**src/rtl/counter_4bit_pkg.sv**
```systemverilog
// Shared constants and helpers for the counter_4bit block and its bench.
package counter_4bit_pkg;

    localparam int unsigned COUNTER_4BIT_DEFAULT_WIDTH = 4;

    // All-ones value for a counter of the given width (2^width - 1), width in 1..32.
    function automatic logic [31:0] max_count(input int unsigned width);
        return 32'hFFFF_FFFF >> (32 - width);
    endfunction

endpackage

```
**src/rtl/counter_4bit_tc_detect.sv**
```systemverilog
// Terminal-count detector: high when the counter sits at its maximum and is enabled.
module counter_4bit_tc_detect
    import counter_4bit_pkg::*;
#(
    parameter int unsigned WIDTH = COUNTER_4BIT_DEFAULT_WIDTH
) (
    input  logic [WIDTH-1:0] count_i,
    input  logic             enable_i,
    output logic             tc_o
);

    localparam logic [WIDTH-1:0] MaxCount = WIDTH'(max_count(WIDTH));

    assign tc_o = enable_i && (count_i == MaxCount);

endmodule

```
**src/rtl/counter_4bit.sv**
```systemverilog
// Free-running up-counter with count enable and asynchronous active-low reset.
// Define COUNTER_4BIT_STATUS_EN to add the tc (terminal count) and wrap (rollover) outputs.
module counter_4bit
    import counter_4bit_pkg::*;
#(
    parameter int unsigned WIDTH = COUNTER_4BIT_DEFAULT_WIDTH
) (
    input  logic             clk_i,
    input  logic             rst_ni,
    input  logic             enable_i,
`ifdef COUNTER_4BIT_STATUS_EN
    output logic             tc_o,
    output logic             wrap_o,
`endif
    output logic [WIDTH-1:0] count_o
);

    if (WIDTH == 0 || WIDTH > 32) begin : gen_width_check
        $error("counter_4bit: WIDTH must be in 1..32");
    end

    logic [WIDTH-1:0] count_d, count_q;

    always_comb begin
        count_d = count_q;
        if (enable_i) begin
            count_d = count_q + WIDTH'(1);
        end
    end

    always_ff @(posedge clk_i or negedge rst_ni) begin
        if (!rst_ni) begin
            count_q <= '0;
        end else begin
            count_q <= count_d;
        end
    end

    assign count_o = count_q;

`ifdef COUNTER_4BIT_STATUS_EN
    logic tc;
    logic wrap_d, wrap_q;

    counter_4bit_tc_detect #(
        .WIDTH (WIDTH)
    ) u_tc_detect (
        .count_i  (count_q),
        .enable_i (enable_i),
        .tc_o     (tc)
    );

    // A rollover happens on exactly the edges where tc is high.
    assign wrap_d = tc;

    always_ff @(posedge clk_i or negedge rst_ni) begin
        if (!rst_ni) begin
            wrap_q <= 1'b0;
        end else begin
            wrap_q <= wrap_d;
        end
    end

    assign tc_o   = tc;
    assign wrap_o = wrap_q;
`endif

endmodule

```
**config.mk**
```make
export PLATFORM = sky130hd
export DESIGN_NAME = counter_4bit
export DESIGN_NICKNAME = d
export VERILOG_FILES = /design/src/rtl/counter_4bit_pkg.sv /design/src/rtl/counter_4bit_tc_detect.sv /design/src/rtl/counter_4bit.sv
export SDC_FILE = /design/constraint.sdc
export NUM_CORES = 1
export LEC_CHECK = 0
export CORE_AREA = 2 2 39 41
export DETAILED_ROUTE_END_ITERATION = 10
export DIE_AREA = 0 0 41 43
export DONT_BUFFER_PORTS = 1
export PLACE_DENSITY_LB_ADDON = 0.08
export SLEW_MARGIN = 15
export SYNTH_ARGS = -nofsm -noshare
export SYNTH_HDL_FRONTEND = slang
export SYNTH_SLANG_ARGS = --single-unit
```
**constraint.sdc**
```tcl
create_clock -name clk_i -period 1 [get_ports clk_i]
set_input_delay 0.3 -clock clk_i [delete_from_list [all_inputs] [get_ports clk_i]]
set_output_delay 0.3 -clock clk_i [all_outputs]
set_load 0.02 [all_outputs]
```
# Yosys cells after proc, flatten, opt, wreduce, memory -nomap -nowiden
# Cells that the tools add are included.
totals:
  register_bits: 4
  inputBits: 3
  output_inout_bits: 4
  wordCells: 2
op_classes:
  addsub: 1
op_table:
  columns: ["op", "n"]
  rows:
  - ["adder 4 x 1 -> 4 bit, second input constant", 1]

# Depth between registers and ports, before layout
logic_depth:
  word_depth: 1
  depth_mapped: 3
  depth_no_buf: 3

# Worst setup path before layout
# OpenSTA, ideal clock, no wires.
synth_timing:
  path_kind: "register to register"
  start: "register count_q[0], in the netlist count_o[0]"
  end: "register count_q[1], in the netlist count_o[1]"
  setup_ns: 0.125
  arrival_time_ns: 1.020
  t_required_ns: 0.875
  slack_ns: -0.145
  path_stages_with_launch: 3
  n_path_buf: 0
  period_less_slack_ns: 1.145
  path_cell_list: "dfrtp_1 ha_1 mux2_2"
synth_between:
  elab_chain_len: 1
synth_lines:
  columns: ["item", "line", "rtl"]
  rows:
  - ["start: declaration", "counter_4bit.sv:22", "logic [WIDTH-1:0] count_d, count_q;"]
  - ["start signal: assignment", "counter_4bit.sv:35", "count_q <= count_d;"]
  - ["adder 4 x 1 -> 4 bit", "counter_4bit.sv:27", "count_d = count_q + WIDTH'(1);"]
# No other way between the ends.
# A chain may end at the register's enable or synchronous reset.

# Worst setup path after layout
layout_timing:
  start: "register count_q[0], in the netlist count_o[0]"
  end: "output port count_o[0]"
layout_rtl:
  columns: ["item", "line", "rtl"]
  rows:
  - ["end: declaration", "counter_4bit.sv:15", "output logic [WIDTH-1:0] count_o"]
# No word-level cell between the ends.

==> run_results.csv <==
group,metric,value,unit
layout,fin_nets,23,
layout,final_cell_area,244.0,um^2
setup_path,worst_path_max_delay_cell,"dfrtp_2",
setup_path,crit_type,"reg -> out",
clocking,ctsRootBufferMaster,"clkbuf_4",
run_status,status,"complete, but fails checks",
synthesis,syn_area,160.2,um^2
synthesis,synthCells,11,
clocking,htreeDepth,1,
floorplan,dieWidth,41,um
global_routing,antenna_found_initial,0,
drt,drt_iter0_markers,2,
sta,post-route-min-period,1.077,ns
setup_path,ff2ff_setup_slack,-0.05,ns
drt,viasPerCell,3.265,
drt,wl_per_cell,9.941,um
run_status,violations,"setup timing",
global_routing,grt_usage,0.05812,
drt,dr.pass1.iters,2,
clocking,cts_max_path_buffers,2,
clocking,cts_tree,"done",
global_routing,grt_pass1_vias,122,
setup_path,crit_buf_inv,1,
layout,antennaDiodeCount,0,
placed_design,gp_congestion,0.6138,
setup_path,crit_arrival,0.78,ns
sta,min_period_over_period,1.077,
synthesis,synth.distinct_cells,7,
synthesis,synth_area_leader_cell,"dfrtp_1",
setup_path,crit_required,0.70,ns
clocking,post-cts-setup-buffers,0,
layout,area_growth,52.34,%
sta,relSlewSlack,0.8606,
floorplan,rows,14,
placed_design,place_ws,-0.04270,ns
placed_design,postPlaceCellArea,197.7,um^2
job,cap_viol_max_count,0,
global_routing,grt_max_degree,5,
setup_path,crit_family,"flip-flops",
sta,timing.fmax,0.9289,GHz
sta,worstMarginPinSlew,0.2084,ns
synthesis,synth_fp_nets,15,
sta,final-setup-viol-count,3,
floorplan,initial_core_util,0.1157,
synthesis,ys_seq_elements,4,
sta,layout_setup_ws,-0.07653,ns
layout,final_cell_mix,"dfrtp_2 (4), clkbuf_4 (3), xnor2_1 (2), buf_6 (2)",
setup_path,slowest_delay,0.40,ns
layout,drive_gt1_frac,0.5556,
floorplan,pin_count,7,
drt,drc,0,
clocking,clk_pin_slew_worst_paths,0.04,ns
synthesis,synth-seq-area-share,0.6250,
floorplan,coreArea,1384,um^2
sta,hold_viol_final,0,
clocking,cts_buffers,3,
clocking,insertion_delay,0.24,ns
synthesis,syn_avg_cell_area,14.56,um^2
sta,rsz0062_at_grt,"true",
layout,largest_register_ffs,4,
drt,wirelength,338,um
power,ir_worst_vdd,890.8,uV
power,powerDensity,3751,nW/um^2
floorplan,die_y,43,um
drt,vias,111,
floorplan,die_area,1763,um^2
setup_path,crit_fanout,3,
setup_path,cp-end-kind,"output pin",
synthesis,synth.top_cell.area_share,0.6250,
min_path,hold_class,"in -> reg",
clocking,cts.sinks,4,
placed_design,port_buffers,0,
sta,skew,0.004878,ns
drt,antenna_left,0,
synthesis,yosys_warnings,0,
sta,maxSlewViolCount,0,
setup_path,start_kind,"register",
global_routing,overflow,0,
setup_path,path_cells,"buf_6",
global_routing,grt_pass1_wl,545,um
layout,layout_commonest_cell,"dfrtp_2",
synthesis,synth_area_leaders,"dfrtp_1 (63%), xnor2_1 (11%), ha_1 (7.8%)",
power,leakage,0.09705,nW
==> report_power, final <==
part / switching, mW / internal (mW)
sequential: 0.120 / 0.266
clock: 0.0706 / 0.150
combinational: 0.143 / 0.166
==> per-layer routing <==
metal | global-route usage | part of all wire
met4 | 0.04000 | 0
met1 | 0.04473 | 0.37
met3 | 0.08901 | 0.14
met2 | 0.06563 | 0.49
met5 | 0 | 0
==> cells in the mapped netlist <==
master / number
dfrtp_1: 4
ha_1: 1
mux2_2: 1
nand2_1: 1
nand4_1: 1
xnor2_1: 2
xor2_1: 1
==> kinds of logic (layout without fill, tap and decap cells) <==
group	after synthesis	in the layout	share of synthesized area
flip-flops	4	4	0.6250
XOR/XNOR	3	3	0.1641
AND/OR/NAND/NOR	2	2	0.06250
adder cells (fa/ha/maj)	1	1	0.07811
multiplexers	1	1	0.07031
buffers and inverters	0	7	0
==> path summary, 6_finish.rpt <==
kind	start	to	depth (start not counted)
worst max-delay path	count_o[0]	count_o[0]	1
worst min-delay path	enable_i	count_o[0]	1
worst max register to register	count_o[1]	count_o[1]	2
worst min register to register	count_o[3]	count_o[3]	1
max in group asynchronous	rst_ni	count_o[2]	1
min in group asynchronous	rst_ni	count_o[1]	1
==> timing repair <==
| action | in CTS | in global routing |
|---|---|---|
| resized for setup | 4 | 0 |
| hold buffers | 1 | 0 |
| endpoints found under the hold margin | 4 | 0 |
| setup endpoints to repair | 5 | 5 |
==> layout make-up <==
class                      instances  area (um^2)
clock buffer                       4        26.28
multi-input combinational          7        60.06
tap                               16        20.02
timing repair buffer               3        32.53
fill                             153         1140
sequential                         4        105.1
==> per-stage QoR <==
step / utilization / setup TNS [ns] / cells / hold WS (ns) / power, mW
floorplan: - / -0.1074 / 11 / 0.004409 / 0.5547
finish: 0.1763 / -0.2021 / 34 / 0.1413 / 0.9151
detailed placement: 0.1429 / -0.04270 / 29 / 0.004524 / 0.6615
CTS: 0.1763 / -0.2368 / 34 / 0.1316 / 0.9418
global placement: 0.1429 / -0.04213 / 29 / 0.004527 / 0.6643
global route: 0.1763 / -0.3288 / 34 / 0.1235 / 1.007
No activity file was read; power rests on OpenSTA's default activity.
